[src/rtl/izhikevich_array.sv]
// izhikevich_array: time-multiplexed array of Izhikevich neurons on one fixed-point datapath.
// Optional per-neuron spike counters when SPIKE_COUNT_EN is defined.
module izhikevich_array #(
   parameter int WIDTH     = 17,
   parameter int FRAC      = 8,
   parameter int N_NEURONS = 8,
   parameter int ADDR_W    = 3
) (
   input  logic                     clk,
   input  logic                     rst,
   input  logic                     step,
   output logic                     busy,
   output logic                     step_done,
   input  logic                     in_valid,
   output logic                     in_ready,
   input  logic signed [WIDTH-1:0]  in_i,
   output logic                     spike_valid,
   output logic [ADDR_W-1:0]        spike_idx,
   input  logic                     cfg_we,
   input  logic [ADDR_W-1:0]        cfg_addr,
   input  logic [2:0]               cfg_sel,
   input  logic signed [WIDTH-1:0]  cfg_data,
   input  logic [ADDR_W-1:0]        rd_addr,
   output logic signed [WIDTH-1:0]  rd_v,
   output logic signed [WIDTH-1:0]  rd_u,
   output logic [15:0]              rd_cnt
);
   localparam int SW = WIDTH + 4;
   localparam int PW = 2 * WIDTH;
   localparam int QW = 3 * WIDTH;
   localparam int IW = N_NEURONS > 1 ? $clog2(N_NEURONS) : 1;
   localparam logic signed [WIDTH-1:0] K004  = WIDTH'((4 * (1 << FRAC) + 50) / 100);
   localparam logic signed [WIDTH-1:0] K5    = WIDTH'(5 * (1 << FRAC));
   localparam logic signed [WIDTH-1:0] K140  = WIDTH'(140 * (1 << FRAC));
   localparam logic signed [WIDTH-1:0] VPEAK = WIDTH'(30 * (1 << FRAC));
   localparam logic signed [SW-1:0] HI = {{5{1'b0}}, {(WIDTH-1){1'b1}}};
   localparam logic signed [SW-1:0] LO = {{5{1'b1}}, {(WIDTH-1){1'b0}}};

   function automatic logic signed [WIDTH-1:0] sat(input logic signed [SW-1:0] x);
      return x > HI ? HI[WIDTH-1:0] : x < LO ? LO[WIDTH-1:0] : x[WIDTH-1:0];
   endfunction

   typedef enum logic [2:0] {IDLE, WAIT_I, CALC, WB, DONE} state_t;
   state_t st, nxt;

   logic signed [WIDTH-1:0] a_bank [N_NEURONS];
   logic signed [WIDTH-1:0] b_bank [N_NEURONS];
   logic signed [WIDTH-1:0] c_bank [N_NEURONS];
   logic signed [WIDTH-1:0] d_bank [N_NEURONS];
   logic signed [WIDTH-1:0] v_bank [N_NEURONS];
   logic signed [WIDTH-1:0] u_bank [N_NEURONS];
   logic [ADDR_W-1:0] idx;
   logic signed [WIDTH-1:0] cur_i, nv_r, nu_r;
   logic fire_r;

   logic [IW-1:0] idx_i, cfg_i, rd_i;
   logic last, cfg_hit, rd_ok;
   assign idx_i   = idx[IW-1:0];
   assign cfg_i   = cfg_addr[IW-1:0];
   assign rd_i    = rd_addr[IW-1:0];
   assign last    = idx == ADDR_W'(N_NEURONS - 1);
   assign cfg_hit = st == IDLE && cfg_we && {1'b0, cfg_addr} < (ADDR_W+1)'(N_NEURONS);
   assign rd_ok   = {1'b0, rd_addr} < (ADDR_W+1)'(N_NEURONS);

   logic signed [WIDTH-1:0] a0, b0, c0, d0, v0, u0, vn, un, ud, w;
   logic signed [PW-1:0] p1, p3, pb, pa;
   logic signed [QW-1:0] p2;
   logic fire;
   assign a0 = a_bank[idx_i];
   assign b0 = b_bank[idx_i];
   assign c0 = c_bank[idx_i];
   assign d0 = d_bank[idx_i];
   assign v0 = v_bank[idx_i];
   assign u0 = u_bank[idx_i];
   // v' = 0.04v^2 + 5v + 140 - u + I, with 0.04v^2 built as two floor-shifted products
   assign p1 = PW'(K004) * PW'(v0);
   assign p2 = QW'(p1 >>> FRAC) * QW'(v0);
   assign p3 = PW'(K5) * PW'(v0);
   assign vn = sat(SW'(v0) + SW'(p2 >>> FRAC) + SW'(p3 >>> FRAC) + SW'(K140) - SW'(u0) + SW'(cur_i));
   assign pb = PW'(b0) * PW'(v0);
   assign w  = sat(SW'(pb >>> FRAC) - SW'(u0));
   assign pa = PW'(a0) * PW'(w);
   assign un = sat(SW'(u0) + SW'(pa >>> FRAC));
   assign ud = sat(SW'(u0) + SW'(d0));
   assign fire = vn >= VPEAK;

   always_ff @(posedge clk or posedge rst)
      if (rst) st <= IDLE;
      else st <= nxt;

   always_comb begin
      nxt = st;
      case (st)
         IDLE:    nxt = step ? WAIT_I : IDLE;
         WAIT_I:  nxt = in_valid ? CALC : WAIT_I;
         CALC:    nxt = WB;
         WB:      nxt = last ? DONE : WAIT_I;
         DONE:    nxt = IDLE;
         default: nxt = IDLE;
      endcase
   end

   assign busy        = st != IDLE;
   assign step_done   = st == DONE;
   assign in_ready    = st == WAIT_I;
   assign spike_valid = st == WB && fire_r;
   assign spike_idx   = idx;

   always_ff @(posedge clk or posedge rst) begin
      if (rst) begin
         for (int k = 0; k < N_NEURONS; k++) begin
            a_bank[k] <= '0;
            b_bank[k] <= '0;
            c_bank[k] <= '0;
            d_bank[k] <= '0;
            v_bank[k] <= '0;
            u_bank[k] <= '0;
         end
         idx    <= '0;
         cur_i  <= '0;
         nv_r   <= '0;
         nu_r   <= '0;
         fire_r <= 1'b0;
         rd_v   <= '0;
         rd_u   <= '0;
      end else begin
         if (st == IDLE && step) idx <= '0;
         if (st == WAIT_I && in_valid) cur_i <= in_i;
         if (st == CALC) begin
            nv_r   <= fire ? c0 : vn;
            nu_r   <= fire ? ud : un;
            fire_r <= fire;
         end
         if (st == WB) begin
            v_bank[idx_i] <= nv_r;
            u_bank[idx_i] <= nu_r;
            if (!last) idx <= idx + ADDR_W'(1);
         end
         if (cfg_hit)
            case (cfg_sel)
               3'd0: a_bank[cfg_i] <= cfg_data;
               3'd1: b_bank[cfg_i] <= cfg_data;
               3'd2: c_bank[cfg_i] <= cfg_data;
               3'd3: d_bank[cfg_i] <= cfg_data;
               3'd4: v_bank[cfg_i] <= cfg_data;
               3'd5: u_bank[cfg_i] <= cfg_data;
               default: ;
            endcase
         rd_v <= rd_ok ? v_bank[rd_i] : '0;
         rd_u <= rd_ok ? u_bank[rd_i] : '0;
      end
   end

`ifdef SPIKE_COUNT_EN
   logic [15:0] cnt [N_NEURONS];
   always_ff @(posedge clk or posedge rst) begin
      if (rst) begin
         for (int k = 0; k < N_NEURONS; k++) cnt[k] <= '0;
         rd_cnt <= '0;
      end else begin
         if (st == WB && fire_r && cnt[idx_i] != 16'hFFFF) cnt[idx_i] <= cnt[idx_i] + 16'd1;
         if (cfg_hit && cfg_sel == 3'd4) cnt[cfg_i] <= '0;
         rd_cnt <= rd_ok ? cnt[rd_i] : '0;
      end
   end
`else
   assign rd_cnt = '0;
`endif
endmodule

[config.mk]
export PLATFORM = sky130hd
export DESIGN_NAME = izhikevich_array
export DESIGN_NICKNAME = d
export VERILOG_FILES = /design/src/rtl/izhikevich_array.sv
export SDC_FILE = /design/constraint.sdc
export NUM_CORES = 2
export LEC_CHECK = 0
export CELL_PAD_IN_SITES_DETAIL_PLACEMENT = 1
export CELL_PAD_IN_SITES_GLOBAL_PLACEMENT = 1
export CORE_ASPECT_RATIO = 1.4
export CORE_MARGIN = 2
export CORE_UTILIZATION = 50
export CTS_BUF_LIST = sky130_fd_sc_hd__clkbuf_8
export DETAILED_ROUTE_END_ITERATION = 12
export PLACE_DENSITY_LB_ADDON = 0.1
export SLEW_MARGIN = 20
export SYNTH_ARGS = -nofsm -noshare
export SYNTH_HDL_FRONTEND = slang
export SYNTH_SLANG_ARGS = --single-unit
[constraint.sdc]
create_clock -name clk -period 35.7 [get_ports clk]
set_input_delay 3.57 -clock clk [delete_from_list [all_inputs] [get_ports clk]]
set_output_delay 3.57 -clock clk [all_outputs]
set_load 0.03 [all_outputs]
==> results by group <==
Floorplan
  • Initial core utilization: 50.3%
  • Die area: 0.157 mm^2
  • Top Ports: 105
  • FP Rows: 170
  • Die W: 335 um
  • Core area: 0.153 mm^2
  • Chip Height: 468 um

Routing
  • Vias/cell: 6.14
  • Initial drt markers: 4228
  • Final ANT Viol Nets: 0
  • First drt pass iteration count: 5
  • Via Count: 58200
  • Routed WL per cell: 28.8 um
  • DRC: 0
  • Final wirelength: 273000 um

Global route
  • Initial antenna violation count: 18
  • Gr ovfl total: 0
  • Largest net degree at the start of global routing: 170
  • Vias in the first global route: 64400
  • First-pass GRT wire length: 411000 um
  • Gr usage total: 35.4%

Logic synthesis
  • Main synth FF type: dfrtp_1
  • Top cells by count, synth: inv_1, dfrtp_1, fa_1
  • Post-synth top area share: 29.6%
  • EDFF count, synth: 0
  • Count leader, synth: inv_1
  • Ys async rst share: 100%
  • Netlist cell types: 98
  • Yosys warnings: 0
  • Sequential area share after synthesis: 29.6%
  • Synth Register Bits: 908
  • Mapped Cells: 7458
  • Syn Area/Cell: 10.3 um^2
  • Mapped cell area: 0.0769 mm^2
  • Synth area leaders: dfrtp_1, fa_1, mux2_2, ha_1, inv_1
  • Post-synth top area cell: dfrtp_1

STA
  • Fin Hold WS: 0.501 ns
  • Final Hold Viols: 0
  • RSZ-0062 raised after global routing: no
  • Achievable Freq: 45.4 MHz
  • Worst-Margin Slew: 1.19 ns
  • Fin. max-slew vios: 0
  • Clock Skew: 0.0705 ns
  • Period utilization: 61.8%
  • Crit path time final: 22.05 ns
  • Setup TNS: 0 ns
  • Setup violations, final: 0
  • Slew HR: 20.6%

Cells and area
  • Final #Nets: 8610
  • Fin area: 0.0829 mm^2
  • Area Overhead vs Synth: 7.85%
  • Layout cells sized above 1: 16.4%

Worst setup path
  • WS Path Type: reg -> reg
  • Critical path required time: 36.39 ns
  • Crit end category: register
  • Critical Path AT: 22.74 ns
  • Slowest stage cell, crit path: and3_4
  • Internal reg-to-reg setup slack: 13.65 ns
  • Setup crit start kind: register
  • Maximum fanout along the worst path: 39
  • Cell mode on critical path: inv_1
  • Slowest Stage Delay on Critical Path: 0.90 ns

Placement
  • Global placement routability congestion: 0.921
  • Post-DP Area: 0.0798 mm^2
  • Post-DP HPWL: 194000 um
  • I/O Buffers: 88

Clock tree
  • H-tree Lvls: 4
  • Worst skew pair latency: 0.89 ns
  • Clock transition at path regs: 0.07 ns
  • # clock sinks: 908
  • CTS tree: done
  • CTS Hold Bufs: 0
  • Clock tree buffer depth: 3
  • Setup Fix Bufs, Post-CTS: 0
  • Post-CTS resize count: 0
  • Total CTS buffers: 143
  • CTS root buf: clkbuf_8

Flow run
  • Max-cap check violation count: 0

Outcome
  • Status: finished, final reports clean

Worst hold path
  • Worst min path class: reg -> reg
## sequential cells by signal, indices dropped and copies added (netlist names), 136 cells and up
| signal | count |
|---|---|
| b_bank | 136 |
| u_bank | 136 |
| d_bank | 136 |
| v_bank | 136 |
| a_bank | 136 |
| c_bank | 136 |
## final cells by class
class / count / area, um^2
antenna: 11 / 27.5
clock buffer: 184 / 2530
clock inverter: 72 / 533
fill: 16600 / 70000
inverter: 970 / 3650
multi-input combinational: 5110 / 48900
sequential: 908 / 22700
tap: 1978 / 2470
timing repair buffer: 252 / 2060
## worst paths after layout
check / from / to / depth (start not counted)
setup / recovery: spike_idx[0] / nu_r[8] / 76
setup reg to reg: spike_idx[0] / nu_r[8] / 76
hold / removal: c_bank[8] / c_bank[8] / 1
max in group asynchronous: rst / a_bank[24] / 5
min in group asynchronous: rst / rd_u[2] / 2
hold reg to reg: c_bank[8] / c_bank[8] / 1
## logic make-up after synthesis
group	count (synthesis)	synth area share (%)
and+or+nand+nor	1679	9.45
buffers and inverters	1455	7.27
adders and majority gates	1179	27.0
AOI/OAI and AO/OA	1041	8.89
muxes	1020	15.7
DFF	908	29.6
xor gates and xnor gates	175	2.10
other	1	0.00488
## layer usage
layer  GRT usage [%]  share of wire (%)  vias up
met4            19.5                6.2       18
met1            42.9                 38    30900
met5               0              0.047        -
li1                -                  -    24500
met2            60.5                 49     2117
met3            5.69                6.2      706
## critical path, delay by kind of cell (launching register included)
kind	cells	cell delay (ns)
fa+ha+maj	16	7.38
compound gates	26	6.66
simple gates	12	2.65
buf+inv	16	2.47
xor+xnor	6	1.70
flops	1	0.81
## through the flow
step,worst slack (ns),util [%],instances
2_1_floorplan,6.60,-,7473
3_3_place_gp,14.51,52.1,9217
3_5_place_dp,13.90,52.2,9217
4_1_cts,13.80,54.2,9473
5_1_grt,12.60,54.2,9476
6_report,13.65,54.2,9485
## placed cells by master (no fill, tap or decap), drive strengths merged, types with 68 or more instances in the layout
master,n
clkdlybuf4s50,68
dfrtp,908
clkbuf,184
xnor2,135
mux2i,315
o21ai,218
ha,375
buf,184
a22oi,185
mux4,87
fa,802
inv,1015
mux2,618
nor2,695
a21oi,268
nand2,609
Power is left out: the tool's default activity adds up to more than one toggle a clock period on the data nets, which glitch-free logic cannot reach.
